===== src/rtl/conv_col_maxpool_pkg.sv =====
// -----------------------------------------------------------------------------
// cnn_pkg
// Shared types for the CNN column pipeline:
//   fp16_t          raw IEEE-754 half-precision bit pattern
//   FP16_POS_ZERO   canonical +0
//   pool_state_e    column-pairing FSM states (IDLE / HOLD)
//   fp16_relu       clamps any value with the sign bit set to +0
//   fp16_order_key  maps FP16 bits onto an unsigned key so that an unsigned
//                   compare yields the sign-magnitude total order
// Optional build macro used by importers: MAXPOOL_RELU_EN.
// -----------------------------------------------------------------------------
package cnn_pkg;

  typedef logic [15:0] fp16_t;

  localparam fp16_t FP16_POS_ZERO  = 16'h0000;
  localparam fp16_t FP16_SIGN_MASK = 16'h8000;

  typedef enum logic {
    IDLE = 1'b0,  // no column buffered
    HOLD = 1'b1   // even column buffered, waiting for its odd partner
  } pool_state_e;

  function automatic fp16_t fp16_relu(input fp16_t x);
    return x[15] ? FP16_POS_ZERO : x;
  endfunction

  // Positive values get the top bit set so they sort above all negatives;
  // negative values are inverted so a larger magnitude sorts lower.
  // NaN patterns fall out ordered by their bit pattern.
  function automatic fp16_t fp16_order_key(input fp16_t x);
    return x[15] ? ~x : (x | FP16_SIGN_MASK);
  endfunction

endpackage


===== src/rtl/conv_col_maxpool_if.sv =====
// -----------------------------------------------------------------------------
// conv_col_maxpool_if
// Bundle between the convolution engine and the column max-pool stage.
//   col_valid/col_num/col_data/frame_done : upstream -> pool (one-cycle pulses)
//   pool_valid/pool_col_num/pool_data     : pooled column result
//   pool_done                             : frame flush acknowledge pulse
//   seq_err                               : sticky column-pairing error
// Modports: master = convolution side, slave = pooling block.
// -----------------------------------------------------------------------------
interface conv_col_maxpool_if #(
  parameter int DATA_WIDTH = 16,
  parameter int IN_ROWS    = 24,
  parameter int COL_W      = 6
);

  logic                  col_valid;
  logic [COL_W-1:0]      col_num;
  logic [DATA_WIDTH-1:0] col_data [IN_ROWS];
  logic                  frame_done;

  logic                  pool_valid;
  logic [COL_W-1:0]      pool_col_num;
  logic [DATA_WIDTH-1:0] pool_data [IN_ROWS/2];
  logic                  pool_done;
  logic                  seq_err;

  modport master (
    output col_valid, col_num, col_data, frame_done,
    input  pool_valid, pool_col_num, pool_data, pool_done, seq_err
  );

  modport slave (
    input  col_valid, col_num, col_data, frame_done,
    output pool_valid, pool_col_num, pool_data, pool_done, seq_err
  );

endinterface


===== src/rtl/conv_col_maxpool_fp16_max2.sv =====
// -----------------------------------------------------------------------------
// fp16_max2
// Combinational two-input FP16 maximum under a sign-magnitude total order.
//   a, b : FP16 operands
//   y    : the larger operand; when both are zeros of either sign the result
//          is +0. NaNs are ordered by their raw bit pattern.
// -----------------------------------------------------------------------------
module fp16_max2
  import cnn_pkg::*;
(
  input  fp16_t a,
  input  fp16_t b,
  output fp16_t y
);

  fp16_t key_a;
  fp16_t key_b;
  logic  both_zero;

  assign key_a     = fp16_order_key(a);
  assign key_b     = fp16_order_key(b);
  // -0 and +0 compare equal; resolve the tie to the canonical +0
  assign both_zero = (a[14:0] == 15'd0) && (b[14:0] == 15'd0);

  assign y = both_zero       ? FP16_POS_ZERO :
             (key_a >= key_b) ? a : b;

endmodule


===== src/rtl/conv_col_maxpool.sv =====
// -----------------------------------------------------------------------------
// conv_col_maxpool
// 2x2 stride-2 max pooling over consecutive conv output columns (2k, 2k+1).
// An even column is buffered; when its odd partner arrives the two are reduced
// row-pair-wise and the pooled column is registered one cycle later.
// Ports:
//   clk  : rising-edge clock
//   rst  : asynchronous active-high reset
//   bus  : conv_col_maxpool_if.slave (column input, pooled output, status)
// Parameters: DATA_WIDTH (16), IN_ROWS (24, even), COL_W (6).
// Build macro: MAXPOOL_RELU_EN -- when defined, negative inputs are clamped
// to +0 before comparison, so pooled values are never negative.
// -----------------------------------------------------------------------------
module conv_col_maxpool
  import cnn_pkg::*;
#(
  parameter int DATA_WIDTH = 16,
  parameter int IN_ROWS    = 24,
  parameter int COL_W      = 6
) (
  input  logic                   clk,
  input  logic                   rst,
  conv_col_maxpool_if.slave      bus
);

  localparam int OUT_ROWS = IN_ROWS / 2;

  pool_state_e           state_q, state_d;
  logic [DATA_WIDTH-1:0] held_q [IN_ROWS];
  logic [DATA_WIDTH-1:0] held_d [IN_ROWS];
  logic [COL_W-1:0]      held_col_q, held_col_d;

  logic                  pool_valid_q, pool_valid_d;
  logic [COL_W-1:0]      pool_col_num_q, pool_col_num_d;
  logic [DATA_WIDTH-1:0] pool_data_q [OUT_ROWS];
  logic [DATA_WIDTH-1:0] pool_data_d [OUT_ROWS];
  logic                  pool_done_q, pool_done_d;
  logic                  seq_err_q, seq_err_d;

  // Comparison operands after the optional ReLU clamp
  logic [DATA_WIDTH-1:0] cur_in  [IN_ROWS];
  logic [DATA_WIDTH-1:0] held_in [IN_ROWS];
  logic [DATA_WIDTH-1:0] max_row [OUT_ROWS];
  logic                  pair_match;

  generate
    for (genvar gi = 0; gi < IN_ROWS; gi++) begin : g_in
`ifdef MAXPOOL_RELU_EN
      assign cur_in[gi]  = fp16_relu(bus.col_data[gi]);
      assign held_in[gi] = fp16_relu(held_q[gi]);
`else
      assign cur_in[gi]  = bus.col_data[gi];
      assign held_in[gi] = held_q[gi];
`endif
    end
  endgenerate

  // Per output row: reduce each column's row pair, then the two partial maxima.
  generate
    for (genvar gi = 0; gi < OUT_ROWS; gi++) begin : g_row
      fp16_t held_max;
      fp16_t cur_max;

      fp16_max2 u_held_max (
        .a (held_in[2*gi]),
        .b (held_in[2*gi+1]),
        .y (held_max)
      );

      fp16_max2 u_cur_max (
        .a (cur_in[2*gi]),
        .b (cur_in[2*gi+1]),
        .y (cur_max)
      );

      fp16_max2 u_win_max (
        .a (held_max),
        .b (cur_max),
        .y (max_row[gi])
      );
    end
  endgenerate

  // The held column is always even, so +1 cannot wrap and implies odd.
  assign pair_match = (bus.col_num == held_col_q + COL_W'(1));

  always_comb begin
    state_d        = state_q;
    held_d         = held_q;
    held_col_d     = held_col_q;
    pool_valid_d   = 1'b0;
    pool_col_num_d = pool_col_num_q;
    pool_data_d    = pool_data_q;
    pool_done_d    = 1'b0;
    seq_err_d      = seq_err_q;

    if (bus.col_valid) begin
      case (state_q)
        IDLE: begin
          if (!bus.col_num[0]) begin
            for (int r = 0; r < IN_ROWS; r++) held_d[r] = bus.col_data[r];
            held_col_d = bus.col_num;
            state_d    = HOLD;
          end else begin
            seq_err_d = 1'b1;
          end
        end
        HOLD: begin
          if (pair_match) begin
            pool_valid_d   = 1'b1;
            pool_col_num_d = bus.col_num >> 1;
            pool_data_d    = max_row;
            state_d        = IDLE;
          end else begin
            // Out-of-order column: the held column is lost; an even newcomer
            // starts a fresh pair, an odd one leaves nothing to pair with.
            seq_err_d = 1'b1;
            if (!bus.col_num[0]) begin
              for (int r = 0; r < IN_ROWS; r++) held_d[r] = bus.col_data[r];
              held_col_d = bus.col_num;
            end else begin
              state_d = IDLE;
            end
          end
        end
        default: state_d = IDLE;
      endcase
    end

    // Applied after the column so a same-cycle final pair still completes;
    // any half pair left behind is silently dropped.
    if (bus.frame_done) begin
      state_d     = IDLE;
      pool_done_d = 1'b1;
    end
  end

  always_ff @(posedge clk or posedge rst) begin
    if (rst) begin
      state_q        <= IDLE;
      held_col_q     <= '0;
      pool_valid_q   <= 1'b0;
      pool_col_num_q <= '0;
      pool_done_q    <= 1'b0;
      seq_err_q      <= 1'b0;
      for (int r = 0; r < IN_ROWS; r++)  held_q[r]      <= '0;
      for (int r = 0; r < OUT_ROWS; r++) pool_data_q[r] <= '0;
    end else begin
      state_q        <= state_d;
      held_q         <= held_d;
      held_col_q     <= held_col_d;
      pool_valid_q   <= pool_valid_d;
      pool_col_num_q <= pool_col_num_d;
      pool_data_q    <= pool_data_d;
      pool_done_q    <= pool_done_d;
      seq_err_q      <= seq_err_d;
    end
  end

  assign bus.pool_valid   = pool_valid_q;
  assign bus.pool_col_num = pool_col_num_q;
  assign bus.pool_done    = pool_done_q;
  assign bus.seq_err      = seq_err_q;

  generate
    for (genvar gi = 0; gi < OUT_ROWS; gi++) begin : g_out
      assign bus.pool_data[gi] = pool_data_q[gi];
    end
  endgenerate

endmodule


===== src/flat_wrapper.sv =====
// flat-port wrapper written by rule: the top's interface ports become plain ports
module conv_col_maxpool_flat import cnn_pkg::*;
#(
  parameter int DATA_WIDTH = 16,
  parameter int IN_ROWS    = 24,
  parameter int COL_W      = 6
)
  (clk, rst, bus_col_valid, bus_col_num, bus_col_data, bus_frame_done, bus_pool_valid, bus_pool_col_num, bus_pool_data, bus_pool_done, bus_seq_err);
  conv_col_maxpool_if #(.DATA_WIDTH(DATA_WIDTH), .IN_ROWS(IN_ROWS), .COL_W(COL_W)) bus_i ();
  input  logic clk;
  input  logic rst;
  input wire logic [$bits(bus_i.col_valid)-1:0] bus_col_valid;
  input wire logic [$bits(bus_i.col_num)-1:0] bus_col_num;
  input wire logic [$bits(bus_i.col_data)-1:0] bus_col_data;
  input wire logic [$bits(bus_i.frame_done)-1:0] bus_frame_done;
  output wire logic [$bits(bus_i.pool_valid)-1:0] bus_pool_valid;
  output wire logic [$bits(bus_i.pool_col_num)-1:0] bus_pool_col_num;
  output wire logic [$bits(bus_i.pool_data)-1:0] bus_pool_data;
  output wire logic [$bits(bus_i.pool_done)-1:0] bus_pool_done;
  output wire logic [$bits(bus_i.seq_err)-1:0] bus_seq_err;
  assign bus_i.col_valid = bus_col_valid;
  assign bus_i.col_num = bus_col_num;
  assign bus_i.col_data = {>>{bus_col_data}};
  assign bus_i.frame_done = bus_frame_done;
  assign bus_pool_valid = bus_i.pool_valid;
  assign bus_pool_col_num = bus_i.pool_col_num;
  assign bus_pool_data = {>>{bus_i.pool_data}};
  assign bus_pool_done = bus_i.pool_done;
  assign bus_seq_err = bus_i.seq_err;
  conv_col_maxpool #(.DATA_WIDTH(DATA_WIDTH), .IN_ROWS(IN_ROWS), .COL_W(COL_W)) u_core (.clk(clk), .rst(rst), .bus(bus_i));
endmodule

===== config.mk =====
export PLATFORM = sky130hd
export DESIGN_NAME = conv_col_maxpool_flat
export DESIGN_NICKNAME = d
export VERILOG_FILES = /design/src/rtl/conv_col_maxpool_pkg.sv /design/src/rtl/conv_col_maxpool_if.sv /design/src/rtl/conv_col_maxpool_fp16_max2.sv /design/src/rtl/conv_col_maxpool.sv /design/src/flat_wrapper.sv
export SDC_FILE = /design/constraint.sdc
export NUM_CORES = 2
export LEC_CHECK = 0
export ABC_AREA = 1
export ABC_CLOCK_PERIOD_IN_PS = 61800
export BUFFER_PORTS_ARGS = -buffer_cell sky130_fd_sc_hd__buf_2
export CAP_MARGIN = 25
export CORE_MARGIN = 4
export CORE_UTILIZATION = 40
export CTS_CLUSTER_SIZE = 40
export DETAILED_ROUTE_END_ITERATION = 10
export HOLD_SLACK_MARGIN = 0.15
export PLACE_DENSITY_LB_ADDON = 0.1
export SLEW_MARGIN = 20
export SYNTH_ARGS = -nofsm -noshare
export SYNTH_HDL_FRONTEND = slang
export SYNTH_SLANG_ARGS = --single-unit

===== constraint.sdc =====
create_clock -name clk -period 61.8 [get_ports clk]
set_input_delay 12.36 -clock clk [delete_from_list [all_inputs] [get_ports clk]]
set_output_delay 12.36 -clock clk [all_outputs]
set_load 0.05 [all_outputs]

Yosys cells after proc, flatten, opt, wreduce, memory -nomap -nowiden
Index checks and enable logic that the tools add are counted.

Bits in writable memories: 0. Memories: 0. Output and inout port bits: 201. Input port bits: 394. Bits in registers: 591. Logic and storage cells: 429. Bits in latches: 0. Memory bits (read-only): 0.

Div/mod/pow operators: 0. Bitwise gates (word level): 73. Muxes and demuxes: 162. Equality and inequality tests: 3. Reductions and logical operators: 112. $add $sub $neg: 1. $lt $le $gt $ge: 36. $mul: 0. Shift-type cells: 0.

Operators by type and width (number): 16-bit 2-to-1 mux (144); 16-bit inverter (72); 15-bit zero test (72); 384-bit 2-to-1 mux (2); 384-bit one-hot mux with 2 select lines (1); 16-bit >= comparator (36); 1-bit logical AND (36); 6-bit 2-to-1 mux (2); 6-bit one-hot mux with 2 select lines (1); 1-bit 2-to-1 mux (10); 6-bit by 1-bit adder with 6-bit output, second input constant (1); 6-bit == test (1); 3-bit AND reduction (2); 2-bit inequality test, second input constant (2); 1-bit one-hot mux with 2 select lines (2); 2-bit AND reduction (1); 2-bit nonzero test (1); 1-bit inverter (1).

Depth between registers and ports, before layout
Word-level depth: 10. Depth in mapped cells: 32. Gate-level depth less buffers: 29.

By module
From an unflattened synthesis, not the netlist that was laid out.

Cell total of the unflattened synthesis: 7402. Area total of the unflattened synthesis: 59741.0 um^2.

By module, submodules not included: fp16_max2 (area an instance 1031.0 um^2, sequential area each 0.0 um^2, cells an instance 157, times used 36); conv_col_maxpool (area an instance 22625.4 um^2, sequential area each 14764.2 um^2, cells an instance 1750, times used 1).

Worst setup path after synthesis
Ideal clock, no wire load.

Path kind: in2reg. Start: input port bus_col_data[239]. End: register u_core.pool_data_q (netlist bit u_core.bus.pool_data[115]). Library setup time: 0.124 ns. Slack: 45.523 ns. Arrival: 16.153 ns. Stages: 22. Required time: 61.676 ns. Path buffers: 4. Cells stage by stage: clkbuf_1 > buf_1 > xnor2_1 > ha_1 > a21oi_1 > o21ai_1 > a21oi_4 > nand2_4 > a22oi_1 > nand2_2 > buf_6 > xor2_1 > ha_1 > nand2_1 > o21bai_1 > a21oi_1 > o21ai_0 > nand3_1 > clkbuf_1 > nand2_1 > o211ai_1 > nand2_1.

Longest elaborated chain between the ends: 10. Elaborated cells between the ends (all ways): 12. Classes of those cells: 2 x order compare; 6 x mux; 2 x bitwise; 2 x reduce/logical.

Ends and longest elaborated chain: start, declared (RTL line flat_wrapper.sv:14) `input wire logic [$bits(bus_i.col_data)-1:0] bus_col_data;`; 16-bit inverter (RTL line conv_col_maxpool_pkg.sv:32) `return x[15] ? ~x : (x | FP16_SIGN_MASK);`; 16-bit 2-to-1 mux (RTL line conv_col_maxpool_pkg.sv:32); 16-bit >= comparator (RTL line conv_col_maxpool_fp16_max2.sv:26) `(key_a >= key_b) ? a : b;`; 16-bit 2-to-1 mux * (RTL line conv_col_maxpool_fp16_max2.sv:26); 16-bit 2-to-1 mux * (RTL line conv_col_maxpool_fp16_max2.sv:25) `assign y = both_zero ? FP16_POS_ZERO :`; 16-bit inverter (RTL line conv_col_maxpool_pkg.sv:32); 16-bit 2-to-1 mux (RTL line conv_col_maxpool_pkg.sv:32); 16-bit >= comparator (RTL line conv_col_maxpool_fp16_max2.sv:26); 16-bit 2-to-1 mux (RTL line conv_col_maxpool_fp16_max2.sv:26); 16-bit 2-to-1 mux * (RTL line conv_col_maxpool_fp16_max2.sv:25); end signal, assigned (RTL line conv_col_maxpool.sv:154) `pool_data_q <= pool_data_d;`; end, declared (RTL line conv_col_maxpool.sv:35) `logic [DATA_WIDTH-1:0] pool_data_q [OUT_ROWS];`.

Mark *: on every way between the ends. The rest lies on a longest branch, timed or not. A chain may end at the register's enable or synchronous reset.

Worst setup path after layout
Start: input port bus_col_data[239]. End: register u_core.pool_data_q (netlist bit u_core.bus.pool_data[122]).

Same word-level chain as after synthesis.

==> qor.csv <==
metric,value,unit
drt first pass iters,6,
Worst-path clk slew,0.06,ns
Rel. slew slack,31.04,%
Clock Path Buffers,3,
CTS Root Cell,clkbuf_16,
Tcrit/Tclk final,27.29,%
Fillers,14667,
worst-path fanout max,28,
initial antenna violation count,33,
Final TNS setup,0,ns
Max VDD drop,0.00002154,V
DIE WIDTH,385.2,um
Power Dens Cells,37.07,mW/mm2
Skew-Pair Late Insertion Delay,0.68,ns
Vias/cell,5.151,
final setup vio count,0,
type of origin of the critical path,primary input,
DR iter-0 viols,3668,
first-pass GRT wire length,290700,um
DPL Wire Length,146800,um
starting density of the core,40.24,%
"Distinct cells, synth",48,
drc violations,0,
antenna-violating nets left,0,
CTS tree,yes,
drt total wl,187600,um
Fmax,59.29,MHz
GR Overflow Total,0,
via count,51807,
GPL Wtd Cong,0.9237,
"area leader, netlist",dfrtp_1,
"commonest non-fill, non-tap cells in the layout","nand2_1, inv_1, xor2_1",
Ys Warns,0,
Post-Syn Area,0.05691,mm2
"Seq/Total Area, Yosys",25.94,%
post-CTS resize count,0,
ys flop type,dfrtp_1,
asr flop ratio synth,100.0,%
Std-Cell Rows,138,
Clock Skews,0.02647,ns
Top Ports,595,
Fin. Hold Viols,0,
final core occ,44.83,%
Post-Syn Instances,7750,
CP arrival,17.38,ns
Layout Nets,9070,
status,"complete, no violations",
Setup CP Type,in -> reg,
# hold bufs at CTS,0,
top cell type's share of synthesized area,25.94,%
PortBufs,593,
clock sink total,590,
die height,385.2,um
synth top area cells,"dfrtp_1, nand2_1, ha_1",
Post-Syn Nets,8720,
layout cells sized above 1,12.07,%
total core area,0.1414,mm2
Tmin final,16.87,ns
CTS Buf Count,81,
routed len/inst,18.66,um
Tot Pwr,2.350,mW
die area,0.1484,mm2
"commonest non-fill, non-tap cell in the layout",nand2_1,
Max-Cap Viols,0,
required time of the critical path,62.31,ns
Syn Area/Cell,7.343,um2
Area Overhead vs Synth,11.39,%
Worst Max-Slew Pin Slew,1.034,ns
RSZ-0062 raised after global routing,false,
hold crit path type,reg -> reg,
final max-slew violation count,0,
Post-synth EDFFs,0,
Yosys reg bits,590,
H-tree depth,3,
nature of the critical path endpoint,flip-flop,
post-CTS setup buffer count,0,
largest net degree at the start of global routing,198,
Pleak,32.72,nW
number of global-route vias before repair,49613,
All-Layer GR Usage,24.67,%
==> cell usage after synthesis, types with 4 or more instances <==
master       n
buf_4       10
nand3_4      6
xor2_1     675
ha_1       576
nand2_1   2095
nor3_1      41
inv_1      714
buf_6       48
nand2_4     15
o21ai_1    218
o21bai_1    14
o21ai_4      8
clkbuf_1   176
and3_1       4
nor4_1     114
o211ai_4     4
dfrtp_1    590
nand2_2     30
a21oi_4     15
xnor2_1    373
inv_2       26
o21a_1       4
xor2_2      36
nand4_1    144
or2_1        4
nor2_4       4
mux2_2      71
and2_1      11
buf_2      102
nand3_1    383
buf_12       4
o21ai_0    596
nor2_1     341
buf_1       14
a21oi_1    259
o211ai_1     6
==> cell families after synthesis <==
| group | share of synthesized area [%] |
|---|---|
| AO/OA/AOI/OAI | 10.67 |
| XOR/XNOR | 17.16 |
| adder cells (fa/ha/maj) | 12.66 |
| buffers and inverters | 8.297 |
| flip-flops | 25.94 |
| multiplexers | 1.405 |
| other | 0.006589 |
| AND/OR/NAND/NOR | 23.86 |
==> worst max-delay path, stage by stage <==
cell	delay (ns)
buf_2	0.40
xnor2_1	0.14
ha_1	0.34
a21oi_1	0.14
o21ai_1	0.14
a21oi_4	0.47
nand2_4	0.22
a22oi_1	0.24
nand2_2	0.34
xor2_1	0.26
ha_1	0.31
nand2_1	0.07
inv_1	0.03
o21ai_0	0.15
a21oi_1	0.08
nor2_1	0.15
nand3_1	0.65
o21ai_0	0.72
o21ai_1	0.11
==> power by group <==
part	total (mW)	internal [mW]	switching, mW
logic	1.35	0.485	0.869
registers	0.512	0.436	0.0763
clock network	0.484	0.287	0.197
total	2.35	1.21	1.14
==> registers in the layout (all words and copies together), names as in the netlist <==
name                     count
u_core.state_q               1
u_core.bus.pool_done         1
u_core.bus.pool_col_num      5
u_core.bus.pool_valid        1
u_core.held_in             384
u_core.held_col_q            5
u_core.bus.pool_data       192
u_core.bus.seq_err           1
==> area by class of cell <==
type / instances / area (um2) / area share (%)
Tap cell: 1890 / 2365 / 3.730
Timing Repair Buffer: 624 / 3333 / 5.258
Antenna cell: 9 / 22.52 / 0.03553
Clock buffer: 103 / 2250 / 3.549
Clock inverter: 39 / 436.7 / 0.6888
Inverter: 740 / 2793 / 4.405
Multi-Input combinational cell: 6063 / 37430 / 59.05
Sequential cell: 590 / 14760 / 23.29
==> per-stage QoR <==
step                hold slack [ns]  instances  setup WS [ns]  area [um2]
detailed placement           0.4628       9897          44.05       60530
global placement             0.4581       9895          44.09       60500
floorplan                    0.4677       7750          32.93       56910
CTS                          0.4783      10039          44.75       63210
finish                       0.4736      10058          44.93       63400
global route                 0.4962      10055          44.60       63390
==> final timing paths <==
kind / startpoint / end / slack [ns] / cells past startpoint
worst min register to register: u_core.bus.pool_data[47] / u_core.bus.pool_data[47] / 0.47 / 2
max in group asynchronous: rst / u_core.held_in[84] / 47.11 / 5
min in group asynchronous: rst / u_core.bus.pool_data[104] / 11.73 / 2
worst min-delay path: u_core.bus.pool_data[47] / u_core.bus.pool_data[47] / 0.47 / 2
worst max-delay path: bus_col_data[239] / u_core.bus.pool_data[122] / 44.93 / 19
worst max register to register: u_core.held_in[143] / u_core.bus.pool_data[68] / 56.11 / 17
==> per-layer routing <==
metal  vias up  wire length [um]  global-route usage (%)
li1      25839                 -                       -
met1     24319             87720                   34.86
met2      1375             84940                   39.68
met3       252             10850                   3.421
met4        22              3985                   6.162
met5         -               138                       0
Power figures use the tool's default switching activity.
